[config.mk]
export PLATFORM = sky130hd
export DESIGN_NAME = keypad_event_fifo
export DESIGN_NICKNAME = d
export VERILOG_FILES = /design/src/rtl/keypad_event_fifo.sv
export SDC_FILE = /design/constraint.sdc
export NUM_CORES = 1
export LEC_CHECK = 0
export ABC_AREA = 1
export CAP_MARGIN = 20
export CORE_ASPECT_RATIO = 0.75
export CORE_MARGIN = 1.5
export CORE_UTILIZATION = 55
export DETAILED_ROUTE_END_ITERATION = 6
export DONT_BUFFER_PORTS = 1
export HOLD_SLACK_MARGIN = 0.06
export PLACE_DENSITY_LB_ADDON = 0.3
export SYNTH_ARGS = -nofsm -noshare
export SYNTH_HDL_FRONTEND = slang
export SYNTH_SLANG_ARGS = --single-unit
[constraint.sdc]
create_clock -name clk -period 2.3 [get_ports clk]
set_clock_uncertainty 0.1 [all_clocks]
set_input_delay 0.23 -clock clk [delete_from_list [all_inputs] [get_ports clk]]
set_output_delay 0.23 -clock clk [all_outputs]
set_load 0.05 [all_outputs]
[src/rtl/keypad_event_fifo.sv]
`default_nettype none
// ============================================================================
// Module      : keypad_event_fifo
// Description : Window-based debouncer for a scanned 4x4 keypad that queues
//               each confirmed press code in a 4-deep first-word-fall-through
//               FIFO.
// Revision    : 1.0 - initial release
// ============================================================================
module keypad_event_fifo #(
    parameter int DEBOUNCE_SCANS = 3
) (
    input  logic       clk,
    input  logic       rst,
    input  logic [3:0] rows,
    input  logic [3:0] key_code,
    input  logic       rd_en,
    output logic [3:0] rd_data,
    output logic       empty,
    output logic       full,
    output logic [2:0] count,
    output logic       key_down,
    output logic       press_pulse,
    output logic       overflow
);

    localparam logic [3:0] c_SCAN_TARGET = 4'(DEBOUNCE_SCANS);
    localparam logic [0:0] c_ST_IDLE     = 1'b0;
    localparam logic [0:0] c_ST_PRESSED  = 1'b1;

    logic [1:0] r_wc;
    logic       r_hit_acc;
    logic [0:0] r_state;
    logic [3:0] r_cnt;
    logic       r_press_pulse;
    logic       r_overflow;
    logic [1:0] r_wr_ptr;
    logic [1:0] r_rd_ptr;
    logic [2:0] r_count;
    logic [3:0] r_mem [0:3];

    logic       w_row_hit;
    logic       w_win_end;
    logic       w_win_hit;
    logic [3:0] w_cnt_inc;
    logic       w_cnt_done;
    logic       w_push;
    logic       w_pop;
    logic       w_wr;
    logic       w_empty;
    logic       w_full;

    assign w_row_hit  = (rows != 4'b1111);
    assign w_win_end  = (r_wc == 2'd3);
    assign w_win_hit  = r_hit_acc | w_row_hit;
    assign w_cnt_inc  = r_cnt + 4'd1;
    assign w_cnt_done = (w_cnt_inc == c_SCAN_TARGET);

    // Only the IDLE->PRESSED confirmation produces an event.
    assign w_push = w_win_end && (r_state == c_ST_IDLE) && w_win_hit && w_cnt_done;

    assign w_empty = (r_count == 3'd0);
    assign w_full  = (r_count == 3'd4);
    assign w_pop   = rd_en && !w_empty;
    // When full, a simultaneous pop frees the slot the write pointer targets.
    assign w_wr    = w_push && (!w_full || w_pop);

    always_ff @(posedge clk) begin
        if (rst) begin
            r_wc      <= 2'd0;
            r_hit_acc <= 1'b0;
        end else begin
            r_wc      <= r_wc + 2'd1;
            r_hit_acc <= w_win_end ? 1'b0 : w_win_hit;
        end
    end

    always_ff @(posedge clk) begin
        if (rst) begin
            r_state       <= c_ST_IDLE;
            r_cnt         <= 4'd0;
            r_press_pulse <= 1'b0;
        end else begin
            r_press_pulse <= w_push;
            if (w_win_end) begin
                case (r_state)
                    c_ST_IDLE: begin
                        if (!w_win_hit) begin
                            r_cnt <= 4'd0;
                        end else if (w_cnt_done) begin
                            r_cnt   <= 4'd0;
                            r_state <= c_ST_PRESSED;
                        end else begin
                            r_cnt <= w_cnt_inc;
                        end
                    end
                    default: begin
                        if (w_win_hit) begin
                            r_cnt <= 4'd0;
                        end else if (w_cnt_done) begin
                            r_cnt   <= 4'd0;
                            r_state <= c_ST_IDLE;
                        end else begin
                            r_cnt <= w_cnt_inc;
                        end
                    end
                endcase
            end
        end
    end

    always_ff @(posedge clk) begin
        if (rst) begin
            r_wr_ptr   <= 2'd0;
            r_rd_ptr   <= 2'd0;
            r_count    <= 3'd0;
            r_overflow <= 1'b0;
        end else begin
            if (w_wr) begin
                r_wr_ptr <= r_wr_ptr + 2'd1;
            end
            if (w_pop) begin
                r_rd_ptr <= r_rd_ptr + 2'd1;
            end
            r_count <= r_count + {2'b00, w_wr} - {2'b00, w_pop};
            if (w_push && w_full && !w_pop) begin
                r_overflow <= 1'b1;
            end
        end
    end

    // Storage is left untouched by reset; the pointers alone define validity.
    always_ff @(posedge clk) begin
        if (w_wr) begin
            r_mem[r_wr_ptr] <= key_code;
        end
    end

    assign rd_data     = r_mem[r_rd_ptr];
    assign empty       = w_empty;
    assign full        = w_full;
    assign count       = r_count;
    assign key_down    = (r_state == c_ST_PRESSED);
    assign press_pulse = r_press_pulse;
    assign overflow    = r_overflow;

endmodule
`default_nettype wire

==> results.md <==
- Final min period: roughly 2.2 ns
- Vias in the first global route: between 1000 and 1500
- First drt pass iteration count: 4
- Final worst-path setup slack: between 0.1 and 0.15 ns
- Htree depth: 2
- Req. time, crit path: ~2.4 ns
- Grt ovf: 0
- Fin util: 0.7057
- Synth top area share: 0.3021
- Global-route usage over all layers: 0.2113
- Final setup violation count: 0
- Worst-path cell chain: ha_2 -> inv_1 -> nand2_2 -> nand3_4 -> nor2_8 -> nand3_4 -> xor2_1 -> ha_2 -> fa_1 -> and3_1 -> nor3_1
- Internal Power: approximately 1.1 mW
- Antenna-violating nets left: 0
- Footprint of the multi-input gates: 618.1 sq um
- CP delay by family, top: adder cells
- Drt wl/cell: between 10 and 15 um
- Detailed Place HPWL: between 2000 and 2500 um
- Fill cell total of the finished layout: 217
- Input/output buffers: 0
- Clock transition at path regs: approximately 0.07 ns
- Clk buf depth: 2
- Setup WS pre-CTS: -0.01820 ns
- Critical path endpoint category: flop
- Tot Pwr: about 1.9 mW
- Root buf cell: clkbuf_8
- Period utilisation layout: 0.9369
- Asr flop ratio synth: 0
- Sequential share of power: 0.398
- Mean area per synthesized cell: 9.300 sq um
- Bufs and invs on worst path: 1
- Setup CP Type: reg2reg
- Crit path max fanout: 5
- Core area: between 2000 and 3000 sq um
- Initial DRC count: slightly below 70
- P per Cell Area: roughly 1000 nW/um^2
- Max Clk Rate: around 0.46 GHz
- Switching pwr: 759.0 uW
- Clock share of power: 0.234
- Commonest cells after routing, fill and taps aside: 27 x inv_1, 24 x nor2_1, 24 x nand2_1
- RSZ-0062 raised after global routing: false
- CTS tree: done
- Slew Viols, Final: 0
- Area growth syn-to-layout: 19.04%
- Ranking of synthesized cells by area: edfxtp_1 30%, dfxtp_1 24%, inv_1 6.4%
- Worst-skew pair later-pin latency: about 0.29 ns
- Non-Filler Instances: approximately 230
- Delay of the slowest critical-path stage: ~0.37 ns
- Antenna violations before repair: 0
- CTS Sinks: 35
- Unique masters post-synth: 26
- Initial Util: 0.5928
- Total wire length: between 3000 and 4000 um
- Floorplan row count: 16
- Relative slew slack: 0.6624
- Worst-Margin Slew: 0.5058 ns
- Combinational power share: 0.367
- Syn Inst Count: 171
- TritonCTS Buffers: 5
- Post-synth EDFFs: 16
- Leakage: approximately 0.77 nW
- Post-Syn Area: between 1500 and 2000 sq um
- Die area: 3227 sq um
- Max cap viols: 0
- Switching Fraction: 0.3997
- Final #Nets: 214
- Die width: between 60 and 70 um
- Worst Setup Start Kind: flop
- DR DRC count: 0
- Crit path max-delay cell type: dfxtp_4
- Post-synth top area cell: edfxtp_1
- Yosys reg bits: 35
- Seq/Total Area, Yosys: 0.5413
- Final hold vios: 0
- DR vias/cell: between 5 and 6
- First-pass GRT wire length: between 5000 and 6000 um
- GP Congestion: 0.7695
- Syn nets: 191
- Worst hold-check path type: in2reg
- Status: finished, final reports clean
- Yosys warnings: 0
- Cells after DPL: between 200 and 250
- Share of cells above drive strength 1: 0.2000
- Ant. Diodes: 0
- Via count: around 1200
- Worst vdd ir: around 0.00057 V
- Commonest non-fill, non-tap cell in the layout: inv_1
- Critical Path AT: 2.26 ns
- Primary FF master, synth: dfxtp_1
- Largest net degree at the start of global routing: 11
- Seq. cell area: just under 900 sq um
- Die height: between 40 and 50 um
- IO Count: 23
worst min-delay path: cells and delay by family:
| family | cells | cell delay [ns] |
|---|---|---|
| simple gates | 3 | 0.25 |
final timing paths:
| kind | startpoint | cells past startpoint | endpoint | slack (ns) |
|---|---|---|---|---|
| max | r_cnt[1] | 11 | count[2] | 0.15 |
| min | rows[3] | 3 | r_hit_acc | 0.14 |
| max reg2reg | r_cnt[1] | 11 | count[2] | 0.15 |
| min reg2reg | r_wc[0] | 1 | r_wc[0] | 0.33 |
metal layers:
layer | vias up | part of all wire | track usage
met2 | 37 | 0.46 | 0.3230
met3 | 6 | 0.066 | 0.07306
met1 | 555 | 0.46 | 0.2883
met5 | - | 0 | 0
met4 | 0 | 0.011 | 0.05903
li1 | 598 | - | -
through the flow:
stage          instance area, sq um  hold WS [ns]  setup TNS (ns)
2_1_floorplan                  1602        0.2289               0
3_3_place_gp                   1730        0.1952               0
3_5_place_dp                   1730        0.1978        -0.01820
4_1_cts                        1872        0.1326               0
5_1_grt                        1893        0.1833               0
6_report                       1893        0.1418               0
power groups by stage:
stage	combinational (mW)	sequential, mW	clock, mW
floorplan	0.447	0.841	0
CTS	0.701	0.758	0.451
finish	0.698	0.756	0.445
global route	0.755	0.765	0.484
detailed placement	0.688	0.772	0
global placement	0.656	0.766	0
Yosys cell counts, drive strengths merged, types with 2 or more instances:
| cell type | n |
|---|---|
| o22ai | 4 |
| nor2 | 28 |
| nand4 | 6 |
| xor2 | 2 |
| edfxtp | 16 |
| and3 | 2 |
| a21oi | 3 |
| nor3 | 2 |
| o21ai | 10 |
| inv | 29 |
| nand2 | 28 |
| nand3 | 8 |
| ha | 8 |
| dfxtp | 19 |
| buf | 2 |
timing repair:
action                     in CTS  in global routing
hold buffers                    5                  0
setup endpoints to repair       1                  2
pin swaps                       0                  0
setup buffers                   0                  1
resized for setup               1                  6
hold endpoints to repair       26                  0
state kept, by name (all words and copies together), names as in the netlist, named ones only:
| signal | cells |
|---|---|
| r_mem | 16 |
| count | 3 |
| r_wr_ptr | 2 |
| r_rd_ptr | 2 |
| press_pulse | 1 |
| r_hit_acc | 1 |
| overflow | 1 |
| r_cnt | 4 |
| r_wc | 2 |
kinds of logic (layout without fill, tap and decap cells):
kind of cell             count (synthesis)  after routing  synth area share
XOR/XNOR                                 2              2           0.01102
adder cells (fa/ha/maj)                  9              9           0.07553
buffers and inverters                   33             57           0.07946
flip-flops                              35             35            0.5413
AO/OA/AOI/OAI                           17             17           0.05664
AND/OR/NAND/NOR                         75             75            0.2360
cell type report:
cell class,count,share of cell area
Sequential cell,35,0.4607
Clock inverter,1,0.001983
Tap cell,36,0.02379
Multi-Input combinational cell,103,0.3265
Inverter,30,0.05948
Clock buffer,7,0.04560
Timing Repair Buffer,19,0.08196
No activity file was read; power rests on OpenSTA's default activity.
